--- src/rtl/instr_prefetch.sv ---
// Instruction prefetch: fetches sequential words into a DEPTH-entry FIFO and flushes on redirect.
// Acked data is visible the next cycle; a fetch is only issued when a FIFO slot is reserved for it.
module instr_prefetch #(
  parameter int          DEPTH    = 4,
  parameter logic [31:0] RESET_PC = 32'h0000_0000
) (
  input  logic                       clk,
  input  logic                       n_rst,
  output logic                       imem_req,
  output logic [31:0]                imem_addr,
  input  logic                       imem_ack,
  input  logic [31:0]                imem_rdata,
  input  logic                       redirect,
  input  logic [31:0]                redirect_pc,
  output logic                       instr_valid,
  output logic [31:0]                instr,
  output logic [31:0]                instr_pc,
  input  logic                       instr_ready,
  output logic [$clog2(DEPTH):0]     fifo_count
);

  localparam int AW = $clog2(DEPTH);
  localparam int CW = AW + 1;

  typedef enum logic [1:0] {S_IDLE, S_WAIT, S_DROP} state_t;

  state_t          state_q, state_d;
  logic [31:0]     fetch_pc_q, fetch_pc_d;
  logic [31:0]     drop_addr_q;
  logic [AW-1:0]   wr_ptr_q, rd_ptr_q;
  logic [CW-1:0]   count_q, count_d;
  logic [31:0]     fifo_instr [DEPTH];
  logic [31:0]     fifo_pc    [DEPTH];
  logic            push, pop, has_free;
  logic [31:0]     redirect_pc_al;
  logic            unused_redirect_lsb;

  assign redirect_pc_al      = {redirect_pc[31:2], 2'b00};
  assign unused_redirect_lsb = ^redirect_pc[1:0];

  assign instr_valid = (count_q != '0);
  assign instr       = instr_valid ? fifo_instr[rd_ptr_q] : 32'h0000_0013;
  assign instr_pc    = instr_valid ? fifo_pc[rd_ptr_q] : 32'h0000_0000;
  assign fifo_count  = count_q;
  assign imem_req    = (state_q != S_IDLE);
  // A dropped request keeps presenting its original address while fetch_pc already holds the target.
  assign imem_addr   = (state_q == S_DROP) ? drop_addr_q : fetch_pc_q;

  always_comb begin
    push       = (state_q == S_WAIT) && imem_ack && !redirect;
    pop        = instr_valid && instr_ready && !redirect;
    count_d    = count_q + {{(CW-1){1'b0}}, push} - {{(CW-1){1'b0}}, pop};
    if (redirect) count_d = '0;
    has_free   = (count_d < CW'(DEPTH));
    state_d    = state_q;
    fetch_pc_d = fetch_pc_q;
    case (state_q)
      S_IDLE: begin
        if (redirect)      fetch_pc_d = redirect_pc_al;
        else if (has_free) state_d    = S_WAIT;
      end
      S_WAIT: begin
        if (redirect) begin
          fetch_pc_d = redirect_pc_al;
          state_d    = imem_ack ? S_IDLE : S_DROP;
        end else if (imem_ack) begin
          fetch_pc_d = fetch_pc_q + 32'd4;
          state_d    = has_free ? S_WAIT : S_IDLE;
        end
      end
      S_DROP: begin
        if (redirect) fetch_pc_d = redirect_pc_al;
        // The abandoned request still has to complete before a new one may start.
        if (imem_ack) state_d = S_IDLE;
      end
      default: state_d = S_IDLE;
    endcase
  end

  always_ff @(posedge clk) begin
    if (!n_rst) begin
      state_q     <= S_IDLE;
      fetch_pc_q  <= RESET_PC;
      drop_addr_q <= RESET_PC;
      count_q     <= '0;
      wr_ptr_q    <= '0;
      rd_ptr_q    <= '0;
    end else begin
      state_q    <= state_d;
      fetch_pc_q <= fetch_pc_d;
      count_q    <= count_d;
      if (state_q == S_WAIT && redirect && !imem_ack) drop_addr_q <= fetch_pc_q;
      if (redirect) begin
        wr_ptr_q <= '0;
        rd_ptr_q <= '0;
      end else begin
        if (push) wr_ptr_q <= wr_ptr_q + 1'b1;
        if (pop)  rd_ptr_q <= rd_ptr_q + 1'b1;
      end
    end
  end

  always_ff @(posedge clk) begin
    if (push) begin
      fifo_instr[wr_ptr_q] <= imem_rdata;
      fifo_pc[wr_ptr_q]    <= fetch_pc_q;
    end
  end

endmodule
--- config.mk ---
export PLATFORM = sky130hd
export DESIGN_NAME = instr_prefetch
export DESIGN_NICKNAME = d
export VERILOG_FILES = /design/src/rtl/instr_prefetch.sv
export SDC_FILE = /design/constraint.sdc
export NUM_CORES = 1
export LEC_CHECK = 0
export ABC_CLOCK_PERIOD_IN_PS = 3200
export CAP_MARGIN = 5
export CELL_PAD_IN_SITES_DETAIL_PLACEMENT = 0
export CELL_PAD_IN_SITES_GLOBAL_PLACEMENT = 1
export CORE_UTILIZATION = 40
export CTS_CLUSTER_DIAMETER = 80
export CTS_CLUSTER_SIZE = 20
export DETAILED_ROUTE_END_ITERATION = 12
export GPL_ROUTABILITY_DRIVEN = 0
export HOLD_SLACK_MARGIN = 0.08
export PLACE_DENSITY = 0.71
export SKIP_LAST_GASP = 1
export SYNTH_ARGS = -nofsm -noshare
export SYNTH_HDL_FRONTEND = slang
export SYNTH_SLANG_ARGS = --single-unit
--- constraint.sdc ---
create_clock -name clk -period 3.2 [get_ports clk]
set_input_delay 0.64 -clock clk [delete_from_list [all_inputs] [get_ports clk]]
set_output_delay 0.64 -clock clk [all_outputs]
set_load 0.01 [all_outputs]
After elaboration in Yosys (flattened, before gate mapping)

Memory sizes are Yosys's and may differ from the RTL's. A register that Yosys moved wholly into a read port is not among the register bits.
Cells that the tools add are included.
Widths: inputs -> output; s select.

Flip-flop bits (word level): 73
RAM bits: 256
Input port bits: 69
Output and inout port bits: 101
Logic and storage cells: 60
Memories: 2

Memories:

| memory     | words | bits a word | read ports | clocked after memory_dff | write ports | RTL line | source |
|---|---|---|---|---|---|---|---|
| fifo_instr | 4     | 32          | 1          | 1                        | 1           | 32       | `logic [31:0] fifo_instr [DEPTH];` |
| fifo_pc    | 4     | 32          | 1          | 1                        | 1           | 33       | `logic [31:0] fifo_pc [DEPTH];` |

$add $sub $neg: 5
Order comparisons: 1
Eq/ne operators: 7
Muxes and demuxes: 22
Bitwise operators: 1
Reductions and logical operators: 16

Operator list:

| operator              | count |
|---|---|
| $mux 32               | 6 |
| $pmux 32 s2           | 1 |
| $add 32x3->32 const B | 1 |
| $mux 2                | 10 |
| $logic_and 1x1->1     | 6 |
| $ne 2x2->1 const B    | 3 |
| $pmux 2 s3            | 1 |
| $add 2x1->2 const B   | 2 |
| $reduce_and 4->1      | 1 |
| $reduce_bool 2->1     | 2 |
| $reduce_or 2->1       | 2 |
| $add 3x1->3           | 1 |
| $lt 3x3->1 const B    | 1 |
| $mux 1                | 3 |
| $mux 3                | 1 |
| $ne 3x3->1 const B    | 1 |
| $reduce_and 3->1      | 1 |
| $reduce_bool 3->1     | 1 |
| $sub 3x1->3           | 1 |
| $eq 2x1->1 const B    | 1 |
| $eq 2x2->1 const B    | 1 |
| $logic_not 1->1       | 2 |
| $logic_not 2->1       | 1 |
| $ne 2x1->1 const B    | 1 |
| $not 1->1             | 1 |

Longest topological paths before layout

Gate-level depths: netlist of the first run.

Word-level depth: 11
Gate-level depth with buffers: 11
Gate-level depth less buffers: 10

Worst setup path after synthesis of the first run

No wires, ideal clock.

Kind: input-to-reg
Start point: input imem_ack
End point: memory fifo_instr[0][0] (enable)
Setup time: 427 ps
Data arrival time: 2767 ps
Data required time: 2773 ps
Path slack: 6 ps
Stages: 4
Path buffers: 1
Cells stage by stage: a21oi_1 a21oi_1 clkbuf_1 and3_1

Word-level cells in the longest chain between the ends: 4

Ends and longest elaborated chain:

| what                           | RTL line | source |
|---|---|---|
| from (decl)                    | 11       | `input logic imem_ack,` |
| $logic_and 1x1->1 (2 in a row) | 50       | `push = (state_q == S_WAIT) && imem_ack && !redirect;` |
| $mux 1                         | 104      | `if (push) begin` |
| $mux 1 (implied by the code)   | 105      | `fifo_instr[wr_ptr_q] <= imem_rdata;` |
| to (decl)                      | 32       |  |

Every way passes these cells.

Worst setup path in the final report of the first run

Start point: register state_q[1]
End point: output imem_addr[3]

Word-level cells in the longest chain between the ends: 2

Ends and longest elaborated chain:

| what                   | RTL line | source |
|---|---|---|
| from (decl)            | 27       | `state_t state_q, state_d;` |
| from (signal assigned) | 89       | `state_q <= state_d;` |
| $eq 2x2->1             | 47       | `assign imem_addr = (state_q == S_DROP) ? drop_addr_q : fetch_pc_q;` |
| $mux 32                | 47       |  |
| to (decl)              | 10       | `output logic [31:0] imem_addr,` |

Every way passes these cells.

==> summary.txt, run 1 <==
Synth
  • Largest cells by area after synthesis: edfxtp_1 56%, dfxtp_1 11%, mux4_2 11%, nor2b_1 3.0%, nand2_1 2.7%
  • Mean Syn Cell Area: 14.8 um2
  • Post-synth EDFFs: around 250
  • Main synth FF type: edfxtp_1
  • Post-Syn Area: 13200 um2
  • Area leader, netlist: edfxtp_1
  • Mapped Cells: slightly below 900
  • Ys Warns: 0
  • Synth cell types: 59
  • Synth top area share: 0.563
  • Yosys reg bits: around 320
  • Sequential fraction of the synthesis area: 0.671
  • Asr flop ratio synth: 0

Finish
  • Layout Cells excl Fill: 1535
  • Nets: 1164
  • Register area: 8880 um2
  • N_diodes: 0
  • Multi-input logic area: 4100 um2
  • Area grow syn2layout: 24.9%
  • Fin area: roughly 17000 um2
  • Share of cells above drive strength 1: 0.191
  • FILL cells: 2755
  • Util after Layout: 0.508

STA
  • Final Slew Violations: 0
  • Hold WS: around 450 ps
  • Final setup viols: 0
  • RSZ-0062 raised after global routing: no
  • Final worst path period share: 0.967
  • Max Clock Freq: between 300 and 400 MHz
  • Tmin final: roughly 3100 ps
  • Final Hold Fails: 0
  • Final worst setup slack: 107 ps
  • Clock skew after layout: 18.9 ps
  • Worst-Margin Slew: approximately 720 ps
  • Worst slew margin: 0.521

Routing
  • Routed vias: 8021
  • Antenna Nets Post-Route: 0
  • Routed WL: 29200 um
  • DRC errors left: 0
  • Router iterations before antenna repair: 5
  • Initial DRC Count: 668
  • Routed len/inst: approximately 19 um
  • Vias/cell: 5.23

Global routing
  • Largest net degree at the start of global routing: 65
  • Global routing's busiest layer: met2
  • First-pass GRT wire length: 44700 um
  • Met3 GRT Util: 0.0234
  • Global-route track usage on met1: 0.256
  • Vias in the first global route: just under 8000
  • Initial antenna violation count: 0
  • Gr usage total: 0.173
  • Met2 global-route usage: 0.274
  • Total grt overflow: 0

Clocking
  • Number of clock sinks: roughly 320
  • CTS tree: built
  • H-tree Lvls: 1
  • Clock slew at reported path FFs: 70 ps
  • Later-pin clock latency in the skew report: 520 ps
  • Inserted Clock Buffers: 20
  • Max clock buf depth: 3
  • Hold Buf Count CTS: 0
  • Clk root buf: clkbuf_16

Floorplan
  • Initial Util: 0.406
  • Die X: 184 um
  • Chip Height: 184 um
  • IO Pins: 170
  • Die ar.: around 34000 um2
  • Core outline area: 32500 um2
  • Cell row count: 66

Setup path
  • Worst Path Max Fanout: 34
  • CP startpoint kind: flop
  • Crit. End Element: output port
  • Crit path DAT: 2450 ps
  • Setup CP Type: reg2out
  • Req. time, crit path: roughly 2600 ps

Placement
  • Placement Cell Area: 15700 um2
  • Pre-CTS setup slack: 132 ps
  • DP Cell Count: approximately 1500
  • DP HPWL: 18600 um
  • Port Buffers: roughly 160

Pwr
  • Leak pwr: 5.27 nW
  • Pwr Density: roughly 470 nW/um2
  • Peak VDD IR: a little over 0.3 mV

Min path
  • Hold WC Path Type: reg2reg

Status
  • Status: completed

Job
  • Max cap viols: 0
==> layout by cell type (no fill, tap or decap), types with 4 or more instances in the layout <==
master           Yosys  final
clkbuf_16            0     22
nand2_1             95     95
buf_4                4     51
a22oi_1              5      5
mux2_2              27     27
inv_1               14     14
a31oi_1              6      6
clkbuf_1            41      4
edfxtp_1           248    248
nor3_1               5      4
and2_1               4      4
a21oi_1             51     50
dfxtp_1             71     69
a211oi_1             4      4
or4_1                5      5
mux4_2              62     62
nand3_1             22     22
o22ai_1              9      9
and3_4               0      4
a311oi_1             4      4
or2_2                6      6
nand4_1             13     13
clkdlybuf4s50_1      0    163
nor2b_1             63     61
ha_1                 7      7
o211ai_1             4      4
nor2_1              30     30
conb_1               1      4
o21ai_0             19     19
nor4_1               6      6
and3_1               9      5
buf_12               0     14
==> what timing repair did <==
action,4_1_cts,5_1_grt
resized for setup,2,1
setup endpoints to repair,17,25
buffers inserted,0,18
cloned,0,1
==> worst max-delay path, stage by stage, from the launching register on <==
cell and delay, ps:
dfxtp_1 470, nor2b_2 190, buf_4 380, mux2_2 400
clkdlybuf4s50_1 480
==> cell type report <==
class | instances | share of cell area
clock buffers | 26 | 0.0335
clock inverters | 2 | 0.00151
inverters | 14 | 0.00318
multi-input cells | 501 | 0.248
flip-flops and latches | 319 | 0.537
well taps | 442 | 0.0335
repair buffers | 231 | 0.143
==> flip-flops by register name, summed over array words and instances, names as in the netlist, named ones only <==
name	count
fifo_instr	128
fifo_count	3
fetch_pc_q	30
state_q	2
rd_ptr_q	2
drop_addr_q	30
fifo_pc	120
wr_ptr_q	2
==> metal layers <==
metal / up-vias / share of wire
met3: 28 / 0.048
met2: 235 / 0.46
met4: 0 / 0.015
li1: 3766 / -
met1: 3992 / 0.47
met5: - / 0
==> synthesized netlist by cell type (5+ instances only) <==
| cell | number |
|---|---|
| nor3_1 | 5 |
| nand3_1 | 22 |
| mux4_2 | 62 |
| inv_1 | 14 |
| edfxtp_1 | 248 |
| nor4_1 | 6 |
| buf_2 | 8 |
| a22oi_1 | 5 |
| o22ai_1 | 9 |
| nand2_1 | 95 |
| nor2b_1 | 63 |
| a21oi_1 | 51 |
| clkbuf_1 | 41 |
| ha_1 | 7 |
| or4_1 | 5 |
| nor2_1 | 30 |
| nand4_1 | 13 |
| or2_2 | 6 |
| mux2_2 | 27 |
| dfxtp_1 | 71 |
| and3_1 | 9 |
| buf_1 | 7 |
| o21ai_0 | 19 |
| a31oi_1 | 6 |
==> kinds of logic (layout without fill, tap and decap cells) <==
family	count (synthesis)	after routing	share of synthesized area
AOI/OAI and AO/OA	119	119	0.0555
and+or+nand+nor	275	275	0.110
xor gates and xnor gates	5	5	0.00331
other	1	4	0.000284
DFF	319	319	0.671
adders and majority gates	8	8	0.00814
muxes	90	90	0.129
buffers and inverters	75	273	0.0233
==> worst paths after layout <==
check | from | end | slack [ps] | cells after the start
setup / recovery | state_q[1] | imem_addr[3] | 110 | 4
setup reg to reg | state_q[0] | state_q[0] | 720 | 10
hold reg to reg | drop_addr_q[25] | drop_addr_q[25] | 450 | 2
hold / removal | drop_addr_q[25] | drop_addr_q[25] | 450 | 2
==> through the flow <==
step	power, W	TNS (ps)
2_1_floorplan	0.00492	0
3_3_place_gp	0.00523	0
3_5_place_dp	0.00524	0
4_1_cts	0.00778	-119
5_1_grt	0.00797	0
6_report	0.00769	0
==> where the power goes <==
group	total, W	switching (W)	internal (W)
combinational	0.000569	0.000285	0.000284
sequential	0.00458	0.0000559	0.00452
clock	0.00254	0.00131	0.00123
Note: power is estimated with default switching activity, not from simulation.
==> inputs of run 2 (changes only) <==
Settings changed: ABC_CLOCK_PERIOD_IN_PS 3200 to 2580.
Clock period 3.2 ns to 2.58 ns, I/O delays scaled along.
==> summary.txt, run 2 (synthesis results as in run 1) <==
Finish
  • Most flops, register: fifo_instr
  • Commonest non-fill, non-tap cells in the layout: 248 x edfxtp_1, 95 x nand2_1, 88 x clkdlybuf4s50_1
  • Nets: 1207 (+3.7%)
  • N_diodes: 0 (unchanged)
  • Largest register FFs: 128 (unchanged)
  • Largest regs: fifo_instr (128), fifo_pc (120)
  • Share of cells above drive strength 1: 0.285 (+0.0935)
  • Fin area: 17000 um2 (+2.8%)
  • Area grow syn2layout: 28.4%
  • Most common cell after layout, fill and taps aside: edfxtp_1

Routing
  • Routed vias: 8199 (+2.2%)
  • Routed WL: 30800 um (+5.5%)
  • Initial DRC Count: 638 (-4.5%)
  • Router iterations before antenna repair: 5 (unchanged)
  • DRC errors left: 0 (unchanged)
  • Routed len/inst: 19.5 um (+2.5%)
  • Vias/cell: 5.19 (-0.69%)
  • Antenna Nets Post-Route: 0 (unchanged)

Placement
  • Pre-CTS setup slack: -276 ps (-408 ps)
  • Port Buffers: 163 (unchanged)
  • Placement Cell Area: 15900 um2 (+0.95%)
  • DP HPWL: 19100 um (+2.3%)

Clocking
  • Number of clock sinks: 319 (unchanged)
  • Inserted Clock Buffers: 21 (+5.0%)
  • Clk root buf: clkbuf_16
  • Hold Buf Count CTS: 0 (unchanged)
  • Max clock buf depth: 3 (unchanged)
  • CTS tree: built
  • H-tree Lvls: 1 (unchanged)
  • Later-pin clock latency in the skew report: 510 ps (about the same)
  • Clock slew at reported path FFs: 80 ps (about the same)

STA
  • Clock skew after layout: 20.9 ps (+2.00 ps)
  • Final Hold Fails: 0 (unchanged)
  • Final setup viols: 32 (+32)
  • Final worst setup slack: -52.1 ps (-159 ps)
  • Worst slew margin: 0.515 (-0.00568)
  • Final worst path period share: 1.02
  • Worst-Margin Slew: 725 ps (+8.49 ps)
  • Max Clock Freq: 380 MHz
  • Tmin final: around 2600 ps
  • RSZ-0062 raised after global routing: yes
  • Final Slew Violations: 0 (unchanged)

Setup path
  • Crit. End Element: output port
  • Worst Path Max Fanout: 7 (-79%)
  • CP startpoint kind: flop
  • Req. time, crit path: 2060 ps (-500 ps)
  • Worst r2r src: fetch_pc_q[3]
  • Crit path DAT: 2120 ps (-330 ps)
  • Setup CP Type: reg2out

Pwr
  • Sequential cell fraction of total power: 0.586 (-0.009)
  • Int Pwr: 0.00759 W (+26%)
  • Pwr Density: 571 nW/um2 (+23%)
  • Peak VDD IR: 0.405 mV (+31%)
  • Comb power frac: 0.077 (+0.003)
  • Sw power: 0.00211 W (+27%)
  • Leak pwr: 5.94 nW (+13%)
  • Sw frac: 0.217 (+0.00186)
  • Power share of the clock group: 0.338 (+0.007)

Global routing
  • Global-route track usage on met1: 0.264 (+0.00856)
  • Global routing's busiest layer: met2
  • Largest net degree at the start of global routing: 46 (-29%)
  • Met3 GRT Util: 0.0222 (-0.00119)
  • Vias in the first global route: 7879 (+2.6%)
  • Total grt overflow: 0 (unchanged)
  • First-pass GRT wire length: 46100 um (+3.1%)
  • Met2 global-route usage: 0.290 (+0.0165)
  • Gr usage total: 0.180 (+0.00643)
  • Initial antenna violation count: 0 (unchanged)

Floorplan
  • Die X: 184 um (unchanged)
  • Initial Util: 0.406 (unchanged)
  • Core outline area: 32500 um2 (unchanged)
  • Cell row count: 66 (unchanged)
  • Chip Height: 184 um (unchanged)
  • Die ar.: 33800 um2 (unchanged)
  • IO Pins: 170 (unchanged)

Job
  • Max cap viols: 0 (unchanged)

Status
  • Failing checks: setup timing
  • Status: complete, but fails checks

Min path
  • Hold Crit Start: drop_addr_q[2]
  • Hold WC Path Type: reg2reg
[run 2: cell count changes in the layout (fill, tap and decap cells not counted), moves of 13 or more]
cell	delta
buf_2	+24
buf_4	+22
buf_6	+21
clkbuf_2	+22
clkdlybuf4s50_1	-75
dlymetal6s2s_1	+13
[run 2: worst max-delay path, cell delays in order (launching register included)]
cell and delay [ps]:
dfxtp_4 380, buf_6 110, buf_12 120, buf_16 120, buf_4 100, mux4_2 470
nor2b_1 150, buf_2 140
[run 2: timing repair]
| item | CTS | global route |
|---|---|---|
| endpoints found under the hold margin | 0 | 0 |
| gates resized for setup | 171 | 111 |
| pin swaps | 1 | 0 |
| setup endpoints to repair | 90 | 79 |
| buffers inserted | 18 | 18 |
| cloned | 4 | 5 |
[run 2: layout make-up]
| cell class | count | area, um2 |
|---|---|---|
| clock buffers | 24 | 537 |
| clock inverters | 7 | 81.3 |
| fillers | 2782 | 15600 |
| inverters | 14 | 52.6 |
| multi-input cells | 501 | 4170 |
| flip-flops and latches | 319 | 8880 |
| well taps | 442 | 553 |
| repair buffers | 273 | 2710 |
[run 2: power groups by stage]
stage	logic [W]	clock network [W]	registers, W
finish	0.000743	0.00327	0.00567
global route	0.000804	0.00356	0.00569
CTS	0.000735	0.00338	0.00567
detailed placement	0.000729	0	0.00579
global placement	0.000725	0	0.00579
floorplan	0.000300	0	0.00580
[run 2: layer usage]
metal  vias to the layer above  share of wire
met3                        27          0.047
met2                       222           0.48
li1                       3853              -
met1                      4097           0.46
met5                         -              0
met4                         0          0.013
[run 2: path summary, 6_finish.rpt]
path                            cells past startpoint              to  slack (ps)
worst max-delay path                                7     instr_pc[2]         -50
worst max register to register                      6  fetch_pc_q[22]         360
worst min-delay path                                2  drop_addr_q[2]         450
worst min register to register                      2  drop_addr_q[2]         450
[run 2: per-stage QoR]
step / utilization / setup TNS (ps) / total power [W] / hold WS (ps) / instances
after floorplan: - / 0 / 0.00610 / 433 / 895
after global placement: 0.488 / -548 / 0.00651 / 438 / 1506
after detailed placement: 0.488 / -703 / 0.00652 / 446 / 1506
after CTS: 0.513 / -4300 / 0.00978 / 457 / 1559
after global routing: 0.522 / -4750 / 0.0100 / 475 / 1580
final: 0.522 / -934 / 0.00969 / 455 / 1580
==> inputs of run 3 (changes only) <==
Settings changed: CORE_ASPECT_RATIO from default to 0.75.
==> summary.txt, run 3 (synthesis results as in run 1) <==
Finish
  • Largest register FFs: 128 (unchanged)
  • Share of cells above drive strength 1: 0.279 (-0.00580)
  • Area grow syn2layout: 27.4%
  • Most common cell after layout, fill and taps aside: edfxtp_1
  • Largest regs: fifo_instr (128), fifo_pc (120)
  • N_diodes: 0 (unchanged)
  • FILL cells: 2765 (-0.61%)
  • Most flops, register: fifo_instr
  • Fin area: 16800 um2 (-0.81%)
  • Commonest non-fill, non-tap cells in the layout: 248 x edfxtp_1, 95 x nand2_1, 71 x clkdlybuf4s50_1
  • Nets: 1197 (-0.83%)

Pwr
  • Leak pwr: 5.78 nW (-2.5%)
  • Pwr Density: 559 nW/um2 (-2.0%)
  • Peak VDD IR: 0.328 mV (-19%)
  • PnR Total Power: 0.00942 W (-2.8%)

Setup path
  • Crit path DAT: 2150 ps (+30 ps)
  • Setup CP Type: reg2out
  • Req. time, crit path: 2060 ps (about the same)
  • Crit. End Element: output port
  • Worst Path Max Fanout: 6 (-1)
  • CP startpoint kind: flop

Status
  • Status: complete, but fails checks
  • Failing checks: setup timing

Global routing
  • Total grt overflow: 0 (unchanged)
  • Vias in the first global route: 8082 (+2.6%)
  • Gr usage total: 0.187 (+0.00702)
  • First-pass GRT wire length: 48100 um (+4.3%)
  • Initial antenna violation count: 0 (unchanged)
  • Largest net degree at the start of global routing: 46 (unchanged)

STA
  • Final Hold Fails: 0 (unchanged)
  • Final worst setup slack: -82.6 ps (-30.5 ps)
  • Clock skew after layout: 14.8 ps (-6.08 ps)
  • RSZ-0062 raised after global routing: yes
  • Worst-Margin Slew: 631 ps (-94.3 ps)
  • Final worst path period share: 1.03 (+0.0118)
  • Hold WS: 454 ps (-0.464 ps)
  • Tmin final: 2660 ps (+30.5 ps)
  • Worst slew margin: 0.578 (+0.0631)
  • Final Slew Violations: 0 (unchanged)
  • Final setup viols: 18 (-44%)
  • Max Clock Freq: 376 MHz (-1.1%)

Routing
  • DRC errors left: 0 (unchanged)
  • Initial DRC Count: 578 (-9.4%)
  • Vias/cell: 5.21 (+0.34%)
  • Routed vias: 8201 (+0.024%)
  • Router iterations before antenna repair: 5 (unchanged)
  • Routed len/inst: 20.2 um (+3.4%)
  • Routed WL: 31800 um (+3.1%)
  • Antenna Nets Post-Route: 0 (unchanged)

Floorplan
  • Cell row count: 57 (-14%)
  • Die X: 212 um (+15%)
  • Initial Util: 0.408 (+0.00108)
  • Chip Height: 159 um (-13%)
  • IO Pins: 170 (unchanged)
  • Die ar.: 33800 um2 (about the same)
  • Core outline area: 32400 um2 (-0.27%)

Clocking
  • Max clock buf depth: 3 (unchanged)
  • Hold Buf Count CTS: 0 (unchanged)
  • H-tree Lvls: 1 (unchanged)
  • Number of clock sinks: 319 (unchanged)
  • Clock slew at reported path FFs: 90 ps (about the same)
  • Clk root buf: clkbuf_16
  • CTS tree: built
  • Inserted Clock Buffers: 19 (-9.5%)
  • Later-pin clock latency in the skew report: 510 ps (about the same)

Job
  • Max cap viols: 0 (unchanged)

Placement
  • DP HPWL: 20300 um (+6.8%)
  • Port Buffers: 163 (unchanged)
  • Placement Cell Area: 15900 um2 (+0.22%)

Min path
  • Hold WC Path Type: reg2reg
-- run 3: where the power goes --
| part | switching (W) | internal (W) | leakage, nW |
|---|---|---|---|
| Combinational | 0.000378 | 0.000346 | 2.69 |
| Clock | 0.00161 | 0.00141 | 0.255 |
| Sequential | 0.0000726 | 0.00561 | 2.84 |
-- run 3: routing by layer --
| layer | track usage | part of all wire | vias up | routed length [um] |
|---|---|---|---|---|
| met5 | 0 | 0 | - | 0 |
| met4 | 0.0237 | 0.0099 | 0 | 315 |
| met3 | 0.0262 | 0.052 | 23 | 1640 |
| met2 | 0.287 | 0.45 | 233 | 14200 |
| met1 | 0.288 | 0.49 | 4098 | 15600 |
| li1 | - | - | 3847 | - |
-- run 3: timing repair --
| action | 4_1_cts | 5_1_grt |
|---|---|---|
| gates resized for setup | 292 | 55 |
| setup buffers | 26 | 6 |
| endpoints found under the setup margin | 92 | 59 |
| gates cloned | 7 | 1 |
-- run 3: layout make-up --
class                           count  area [um2]  share of cell area
Tap cell                          442         553              0.0328
Clock buffer                       33         528              0.0313
Timing Repair Buffer              265        2620               0.156
Inverter                           14        52.6             0.00312
Clock inverter                      1        8.76            0.000520
Multi-Input combinational cell    501        4210               0.250
Sequential cell                   319        8880               0.527
-- run 3: per-stage QoR --
| step | setup TNS [ps] | util | setup WS (ps) | std cells |
|---|---|---|---|---|
| CTS | -3690 | 0.518 | -158 | 1575 |
| global placement | -573 | 0.491 | -244 | 1510 |
| global route | -2520 | 0.519 | -153 | 1575 |
| finish | -654 | 0.519 | -82.6 | 1575 |
| floorplan | 0 | - | 175 | 895 |
| detailed placement | -701 | 0.491 | -282 | 1510 |
-- run 3: path summary, 6_finish.rpt --
| kind | startpoint | end | slack, ps | cells past startpoint |
|---|---|---|---|---|
| worst max-delay path | flop | instr_pc[20] | -80 | 7 |
| worst min-delay path | drop_addr_q[25] | drop_addr_q[25] | 450 | 2 |
| worst max register to register | state_q[0] | fifo_count[2] | 320 | 10 |
| worst min register to register | drop_addr_q[25] | drop_addr_q[25] | 450 | 2 |
-- run 3: critical path, stage by stage (launching register included) --
cell and delay (ps):
dfxtp_4 430, buf_12 130, buf_16 120, buf_12 100
buf_4 100, mux4_2 480, nor2b_4 140, buf_6 130
